<file path="config.mk">
export PLATFORM = sky130hd
export DESIGN_NAME = board_engine_nxn
export DESIGN_NICKNAME = d
export VERILOG_FILES = /design/src/rtl/board_pkg.sv /design/src/rtl/board_line_slide.sv /design/src/rtl/board_engine_nxn.sv
export SDC_FILE = /design/constraint.sdc
export NUM_CORES = 1
export LEC_CHECK = 0
export CAP_MARGIN = 10
export CORE_ASPECT_RATIO = 2
export CORE_UTILIZATION = 69
export DETAILED_ROUTE_END_ITERATION = 6
export HOLD_SLACK_MARGIN = 0.15
export PLACE_DENSITY = 0.9
export SKIP_CTS_REPAIR_TIMING = 1
export SYNTH_ARGS = -nofsm -noshare
export SYNTH_HDL_FRONTEND = slang
export SYNTH_SLANG_ARGS = --single-unit
export TNS_END_PERCENT = 20
</file>
<file path="constraint.sdc">
create_clock -name clk -period 24.3 [get_ports clk]
set_input_delay 4.86 -clock clk [delete_from_list [all_inputs] [get_ports clk]]
set_output_delay 4.86 -clock clk [all_outputs]
set_load 0.02 [all_outputs]
</file>
<file path="src/rtl/board_pkg.sv">
// board_pkg: direction codes, engine FSM states and cell indexing shared by the 2048 engine
package board_pkg;
  localparam logic [1:0] DIR_LEFT  = 2'd0;
  localparam logic [1:0] DIR_RIGHT = 2'd1;
  localparam logic [1:0] DIR_UP    = 2'd2;
  localparam logic [1:0] DIR_DOWN  = 2'd3;
  typedef enum logic [2:0] {IDLE, SLIDE, SPAWN, CHECK, HOLD} state_t;
  function automatic int cell_idx(input int r, input int c, input int n);
    return r * n + c;
  endfunction
endpackage

</file>
<file path="src/rtl/board_line_slide.sv">
// board_line_slide: compresses one line toward its head, merging each equal pair at most once
module board_line_slide #(
  parameter int N       = 4,
  parameter int TILE_W  = 4,
  parameter int SCORE_W = 20
) (
  input  logic [N*TILE_W-1:0] line_in,
  output logic [N*TILE_W-1:0] line_out,
  output logic                changed,
  output logic [SCORE_W-1:0]  score_delta
);
  logic [TILE_W-1:0]   v;
  logic [TILE_W-1:0]   prev;
  logic                have;
  logic [N*TILE_W-1:0] ext;
  logic [SCORE_W:0]    sum;
  int                  o;
  int                  e1;
  // single pass: prev holds the last tile seen that may still merge with the next one
  always_comb begin
    line_out = '0;
    score_delta = '0;
    v = '0;
    prev = '0;
    have = 1'b0;
    ext = '0;
    sum = '0;
    o = 0;
    e1 = 0;
    for (int i = 0; i < N; i++) begin
      v = line_in[i*TILE_W +: TILE_W];
      if (v != '0) begin
        if (have && prev == v) begin
          ext = '0;
          ext[TILE_W-1:0] = (v == '1) ? v : v + TILE_W'(1);
          line_out = line_out | (ext << (o * TILE_W));
          o = o + 1;
          have = 1'b0;
          e1 = int'(v) + 1;
          sum = {1'b0, score_delta} + ((e1 >= SCORE_W) ? {1'b0, {SCORE_W{1'b1}}} : ((SCORE_W+1)'(1) << e1));
          score_delta = sum[SCORE_W] ? '1 : sum[SCORE_W-1:0];
        end else begin
          if (have) begin
            ext = '0;
            ext[TILE_W-1:0] = prev;
            line_out = line_out | (ext << (o * TILE_W));
            o = o + 1;
          end
          prev = v;
          have = 1'b1;
        end
      end
    end
    if (have) begin
      ext = '0;
      ext[TILE_W-1:0] = prev;
      line_out = line_out | (ext << (o * TILE_W));
    end
  end
  assign changed = line_out != line_in;
endmodule

</file>
<file path="src/rtl/board_engine_nxn.sv">
// board_engine_nxn: NxN 2048 engine, one line per clock; BOARD_SPAWN_FOUR_EN adds rand_hi for exponent-2 spawns
module board_engine_nxn import board_pkg::*; #(
  parameter int N        = 4,
  parameter int TILE_W   = 4,
  parameter int WIN_EXP  = 11,
  parameter int TURN_W   = 14,
  parameter int SCORE_W  = 20,
  parameter int HOLD_CYC = 1200
) (
  input  logic                      clk,
  input  logic                      rst,
  input  logic                      move_valid,
  input  logic [1:0]                move_dir,
  output logic                      move_ready,
  input  logic [$clog2(N*N)-1:0]    rand_in,
`ifdef BOARD_SPAWN_FOUR_EN
  input  logic [2:0]                rand_hi,
`endif
  output logic [N*N*TILE_W-1:0]     board_out,
  output logic [TURN_W-1:0]         turns,
  output logic [SCORE_W-1:0]        score,
  output logic                      won,
  output logic                      lost
);
  localparam int CELLS  = N * N;
  localparam int IDX_W  = $clog2(N);
  localparam int HOLD_W = $clog2(HOLD_CYC + 1);
  state_t                  state_q, state_d;
  logic [1:0]              dir_q, dir_d;
  logic [IDX_W-1:0]        idx_q, idx_d;
  logic                    changed_q, changed_d;
  logic [CELLS*TILE_W-1:0] board_q, board_d;
  logic [TURN_W-1:0]       turns_q, turns_d;
  logic [SCORE_W-1:0]      score_q, score_d;
  logic                    won_q, won_d, lost_q, lost_d;
  logic [HOLD_W-1:0]       hold_q, hold_d;
  logic [N*TILE_W-1:0]     line_in, line_out;
  logic                    line_changed;
  logic [SCORE_W-1:0]      line_score;
  logic [SCORE_W:0]        score_sum;
  logic [TILE_W-1:0]       spawn_val;
  logic                    found, full, pair;
  function automatic int line_cell(input logic [1:0] d, input int i, input int j);
    int p;
    p = (d == DIR_RIGHT || d == DIR_DOWN) ? N - 1 - j : j;
    return (d == DIR_LEFT || d == DIR_RIGHT) ? cell_idx(i, p, N) : cell_idx(p, i, N);
  endfunction
  function automatic logic [TILE_W-1:0] cell_at(input logic [CELLS*TILE_W-1:0] b, input int r, input int c);
    return b[cell_idx(r, c, N)*TILE_W +: TILE_W];
  endfunction
`ifdef BOARD_SPAWN_FOUR_EN
  assign spawn_val = (rand_hi == 3'd0) ? TILE_W'(2) : TILE_W'(1);
`else
  assign spawn_val = TILE_W'(1);
`endif
  board_line_slide #(.N(N), .TILE_W(TILE_W), .SCORE_W(SCORE_W)) u_slide (
    .line_in     (line_in),
    .line_out    (line_out),
    .changed     (line_changed),
    .score_delta (line_score)
  );
  // gather the current line, head first, from the board
  always_comb begin
    line_in = '0;
    for (int j = 0; j < N; j++)
      line_in[j*TILE_W +: TILE_W] = board_q[line_cell(dir_q, int'(idx_q), j)*TILE_W +: TILE_W];
  end
  // next-state: accept, slide line by line, spawn, evaluate win/loss, hold then clear
  always_comb begin
    state_d = state_q;
    dir_d = dir_q;
    idx_d = idx_q;
    changed_d = changed_q;
    board_d = board_q;
    turns_d = turns_q;
    score_d = score_q;
    won_d = won_q;
    lost_d = lost_q;
    hold_d = hold_q;
    score_sum = '0;
    found = 1'b0;
    full = 1'b1;
    pair = 1'b0;
    case (state_q)
      IDLE: if (move_valid) begin
        dir_d = move_dir;
        changed_d = 1'b0;
        idx_d = '0;
        state_d = SLIDE;
      end
      SLIDE: begin
        for (int j = 0; j < N; j++)
          board_d[line_cell(dir_q, int'(idx_q), j)*TILE_W +: TILE_W] = line_out[j*TILE_W +: TILE_W];
        changed_d = changed_q | line_changed;
        score_sum = {1'b0, score_q} + {1'b0, line_score};
        score_d = score_sum[SCORE_W] ? '1 : score_sum[SCORE_W-1:0];
        idx_d = idx_q + IDX_W'(1);
        state_d = (int'(idx_q) == N - 1) ? SPAWN : SLIDE;
      end
      SPAWN: begin
        if (changed_q) begin
          for (int j = 0; j < CELLS; j++)
            if (!found && board_q[((int'(rand_in) + j) % CELLS)*TILE_W +: TILE_W] == '0) begin
              board_d[((int'(rand_in) + j) % CELLS)*TILE_W +: TILE_W] = spawn_val;
              found = 1'b1;
            end
          turns_d = turns_q + TURN_W'(1);
        end
        state_d = CHECK;
      end
      CHECK: begin
        won_d = 1'b0;
        for (int r = 0; r < N; r++)
          for (int c = 0; c < N; c++) begin
            if (int'(cell_at(board_q, r, c)) >= WIN_EXP) won_d = 1'b1;
            if (cell_at(board_q, r, c) == '0) full = 1'b0;
          end
        for (int r = 0; r < N; r++)
          for (int c = 0; c < N - 1; c++)
            if (cell_at(board_q, r, c) == cell_at(board_q, r, c + 1)) pair = 1'b1;
        for (int r = 0; r < N - 1; r++)
          for (int c = 0; c < N; c++)
            if (cell_at(board_q, r, c) == cell_at(board_q, r + 1, c)) pair = 1'b1;
        lost_d = !won_d && full && !pair;
        hold_d = '0;
        state_d = (won_d || lost_d) ? HOLD : IDLE;
      end
      HOLD: begin
        hold_d = hold_q + HOLD_W'(1);
        if (hold_q == HOLD_W'(HOLD_CYC - 1)) begin
          board_d = '0;
          turns_d = '0;
          score_d = '0;
          won_d = 1'b0;
          lost_d = 1'b0;
          state_d = IDLE;
        end
      end
      default: state_d = IDLE;
    endcase
  end
  // state and datapath registers, cleared asynchronously
  always_ff @(posedge clk or posedge rst) begin
    if (rst) begin
      state_q <= IDLE;
      dir_q <= DIR_LEFT;
      idx_q <= '0;
      changed_q <= 1'b0;
      board_q <= '0;
      turns_q <= '0;
      score_q <= '0;
      won_q <= 1'b0;
      lost_q <= 1'b0;
      hold_q <= '0;
    end else begin
      state_q <= state_d;
      dir_q <= dir_d;
      idx_q <= idx_d;
      changed_q <= changed_d;
      board_q <= board_d;
      turns_q <= turns_d;
      score_q <= score_d;
      won_q <= won_d;
      lost_q <= lost_d;
      hold_q <= hold_d;
    end
  end
  assign move_ready = state_q == IDLE;
  assign board_out = board_q;
  assign turns = turns_q;
  assign score = score_q;
  assign won = won_q;
  assign lost = lost_q;
endmodule

</file>
==> out/metrics.yaml, run 1 <==
grt_max_degree: 107
num_io_pins: 110
h-tree-depth: 4
cts.path.max_buffers: 2
tool.error: "[ERROR GRT-0116] Global routing finished with congestion. Check the congestion regions in the DRC Viewer."
ys_seq_area_frac: 0.133
grt_pass1_wl_um: 207000
synthCells: 3072
lastStage: "5_1_grt"
die_y_um: 257
status: "did not finish"
grt_remaining_overflow: 1137
yosys_warnings: 0
rows: 93
first_global_vias: 31354
die_w_um: 129
cts_made_buffers: 17
synth_edf_count: 0
gp_congestion: 1.42
start_util: 0.697
syn_avg_cell_area_um2: 7.29
synthesis.area_um2: 22400
grtUsageTotal: 0.808
yosysUniqueCellTypes: 122
synth_flop_cell: "dfrtp_1"
async_flop_share: 1.00
io_buffers: 109
cts_root_buffer: "clkbuf_16"
cts_sinks: 119
dp_hpwl_um: 80000
ys_ff_latch: 119
syn-num-nets: 3216
[per-layer routing]
| layer | overflow | global-route usage |
|---|---|---|
| met2 | 812 | 1.02 |
| met5 | 0 | 0.277 |
| met3 | 23 | 0.619 |
| met4 | 296 | 0.858 |
| met1 | 6 | 0.768 |
[cell families after synthesis]
group,count (synthesis),synth area share
AOI/OAI and AO/OA,1076,0.337
xor gates and xnor gates,200,0.0789
adders and majority gates,135,0.0764
buffers and inverters,344,0.0650
DFF,119,0.133
muxes,101,0.0655
and+or+nand+nor,1097,0.244
[cells in the mapped netlist (11+ instances only)]
library cell,instances,area (µm²)
o221ai_1,51,447
inv_1,122,458
a21oi_1,221,1110
nand3_1,102,510
o211ai_1,33,248
o21ai_0,210,1050
clkbuf_1,138,518
a21o_1,65,488
mux2i_1,47,470
and3_1,30,188
a221o_1,17,170
a22oi_1,26,195
xnor2_1,158,1380
nor3b_1,18,135
xor2_1,40,350
o2bb2ai_1,12,105
o21bai_1,33,248
dfrtp_1,119,2980
a2bb2oi_1,24,210
or3_1,13,81.3
nor2b_1,42,263
a2111oi_0,15,131
o21ai_1,11,55.1
or2_2,12,75.1
buf_1,16,60.1
a31oi_1,28,175
nand2_1,300,1130
o31ai_1,20,150
buf_4,25,188
nor2_1,236,886
a211oi_1,29,218
mux2_2,18,203
nor3_1,82,410
and2_1,53,332
o41ai_1,12,105
o22ai_1,47,294
a221oi_1,43,377
buf_2,30,150
nand4_1,66,413
nor4_1,38,238
mux4_2,33,743
o22a_1,28,245
nand2b_1,46,288
a32o_1,13,130
ha_1,132,1650
[per-stage QoR]
stage | setup slack [ps] | utilization | area, µm² | std cells | hold slack [ps]
3_3_place_gp | 9620 | 0.735 | 23600 | 3463 | 486
2_1_floorplan | 11240 | - | 22400 | 3072 | 470
4_1_cts | 8760 | 0.752 | 24200 | 3495 | 510
3_5_place_dp | 8950 | 0.735 | 23600 | 3463 | 502
==> run 2: changes to the inputs <==
--- a/config.mk
+++ b/config.mk
@@ -6,11 +6,9 @@
 export NUM_CORES = 1
 export LEC_CHECK = 0
 export CAP_MARGIN = 10
-export CORE_ASPECT_RATIO = 2
-export CORE_UTILIZATION = 69
+export CORE_UTILIZATION = 40
 export DETAILED_ROUTE_END_ITERATION = 6
-export HOLD_SLACK_MARGIN = 0.15
-export PLACE_DENSITY = 0.9
+export PLACE_DENSITY_LB_ADDON = 0.15
 export SKIP_CTS_REPAIR_TIMING = 1
 export SYNTH_ARGS = -nofsm -noshare
 export SYNTH_HDL_FRONTEND = slang
==> run 2 against run 1 <==
Against the previous run:
- the flow now finishes, with violations (design-rule violations)
- synthesized area did not move
- synthesized cell count unchanged
==> out/metrics.yaml, run 2 <==
status: "finished, violations left"
violations: "design-rule violations"
r2r_end: "score[7]$_DFFE_PP0P_"
skew_ps: 17.8
cp.arrival_ps: 16920
holdPathStages: 2
finalCriticalPeriod_ps: 16590
gp_congestion: 1.09
dp_cells: 3826
rsz0062_at_grt: "no"
grtUsageTotal: 0.416
dr.pass1.iters: 7
syn_avg_cell_area_um2: 7.29
critPathKind: "reg2reg"
layoutNonFillerInstCount: 3864
r2r_start: "idx_q[0]$_DFFE_PP0P_"
num_io_pins: 110
drc: 2
h-tree-depth: 4
ys_ff_latch: 119
finalSetupTns_ps: 0
dr_total_vias: 27215
grt_max_degree: 76
drt_wl_total_um: 122000
relSlewSlack: 0.116
layout.nets: 3243
synth_area_leaders: "dfrtp_1, ha_1, xnor2_1"
synth_edf_count: 0
dp_hpwl_um: 90900
tightest_slew_ps: 1290
path_common_cell: "a21oi_1"
grtUsageMet3: 0.117
final_layout_size_suffix_gt1_frac: 0.0932
core_um2: 55200
dpl_cell_area_um2: 24300
antenna_found_initial: 3
hold_viol: 0
cp_slowest_cell: "dfrtp_2"
async_flop_share: 1.00
insertion_delay_ps: 460
syn-num-nets: 3216
antenna_left: 0
fmax_mhz: 60.3
critPathLaunchType: "flop"
grt_remaining_overflow: 0
synth_flop_cell: "dfrtp_1"
period_share: 0.683
busiest_layer: "met2"
layout_common_cells: "nand2_1, nor2_1, a21oi_1"
hold_ws_ps: 492
die_w_um: 239
holdCritStartpoint: "lost$_DFFE_PP0P_"
synth_common_cells: "nand2_1, nor2_1, a21oi_1"
min_path_type: "reg2reg"
worst-r2r-cell-count: 65
setup_viol: 0
critical_path.endpoint_type: "flop"
ys_seq_area_frac: 0.133
drv_slew: 0
area_growth_pct: 11.2
final_common_cell: "nand2_1"
critical_path.max_fanout: 59
design_area_um2: 24900
routedWlPerCell_um: 31.5
synth_largest_area_cell: "dfrtp_1"
synthesis.area_um2: 22400
yosysMostFrequentCell: "nand2_1"
nFillCells: 5675
vias_per_cell: 7.04
crit_start: "idx_q[0]$_DFFE_PP0P_"
rows: 86
worst-r2r-setup-slack_ps: 7710
cts_sinks: 119
whs_endpoint: "lost$_DFFE_PP0P_"
crit_path_max_incr_delay_ps: 1040
cts_made_buffers: 17
yosys_warnings: 0
cts_root_buffer: "clkbuf_16"
die_y_um: 239
path_buf_inv: 3
grt_pass1_wl_um: 174000
cts.path.max_buffers: 2
clkTransAtPathRegs_ps: 60
die_area_um2: 56900
yosysUniqueCellTypes: 122
drt_iter0_drc: 3729
synthCells: 3072
use_met2: 0.612
first_global_vias: 25342
io_buffers: 109
start_util: 0.406
cp.required_ps: 24630
grtUsageMet1: 0.543
cpLargestDelayFamily: "compound AO/OA/AOI/OAI gates"
netlist.area_leader.share: 0.133
max-cap-violations: 0
cts_tree: "yes"
[run 2: cell counts after synthesis]
No cell type changed its count.
[run 2: worst register-to-register path: cells and delay by family (launching register included)]
kind	cells	cell delay, ps
multiplexers	2	830
AND/OR/NAND/NOR	6	1630
flip-flops	1	1040
buffers and inverters	3	1220
adder cells (fa/ha/maj)	5	1590
AO/OA/AOI/OAI	48	9430
XOR/XNOR	1	710
[run 2: cells by family (layout without fill, tap and decap cells)]
kind of cell / Yosys count / in the layout / synth area share
muxes: 101 / 101 / 0.0655
buffers and inverters: 344 / 384 / 0.0650
AOI/OAI and AO/OA: 1076 / 1076 / 0.337
DFF: 119 / 119 / 0.133
xor gates and xnor gates: 200 / 200 / 0.0789
other: 0 / 4 / 0
and+or+nand+nor: 1097 / 1097 / 0.244
adders and majority gates: 135 / 135 / 0.0764
[run 2: worst max path at each step]
| stage | endpoint | cells after the start |
|---|---|---|
| final | score[7]$_DFFE_PP0P_ | 65 |
| after global routing | score[7]$_DFFE_PP0P_ | 65 |
| after CTS | score[7]$_DFFE_PP0P_ | 65 |
| after detailed placement | score[6]$_DFFE_PP0P_ | 65 |
| after global placement | score[11]$_DFFE_PP0P_ | 65 |
| after floorplan | score[10]$_DFFE_PP0P_ | 71 |
[run 2: metrics by stage]
step                setup WS [ps]   util
floorplan                   11240      -
global placement             8490  0.441
detailed placement           8140  0.441
CTS                          8070  0.451
global route                 6060  0.451
finish                       7710  0.451
[run 2: cell type report]
| type | instances | area, µm² | area share |
|---|---|---|---|
| repair buffers | 222 | 1930 | 0.0776 |
| diodes | 4 | 10.0 | 0.000402 |
| clock inverters | 13 | 123 | 0.00492 |
| inverters | 130 | 490 | 0.0197 |
| flip-flops and latches | 119 | 2980 | 0.120 |
| well taps | 748 | 936 | 0.0376 |
| multi-input cells | 2609 | 18000 | 0.722 |
| clock buffers | 19 | 443 | 0.0178 |
[run 2: per-layer routing]
| metal | vias to the layer above | routed length, µm |
|---|---|---|
| li1 | 11672 | - |
| met1 | 13241 | 48700 |
| met2 | 1838 | 50100 |
| met3 | 462 | 14600 |
| met4 | 2 | 8080 |
| met5 | - | 13 |
Power of run 2 is not shown: default switching activity piles up to over one toggle a cycle in this logic, so the estimate is an artifact.
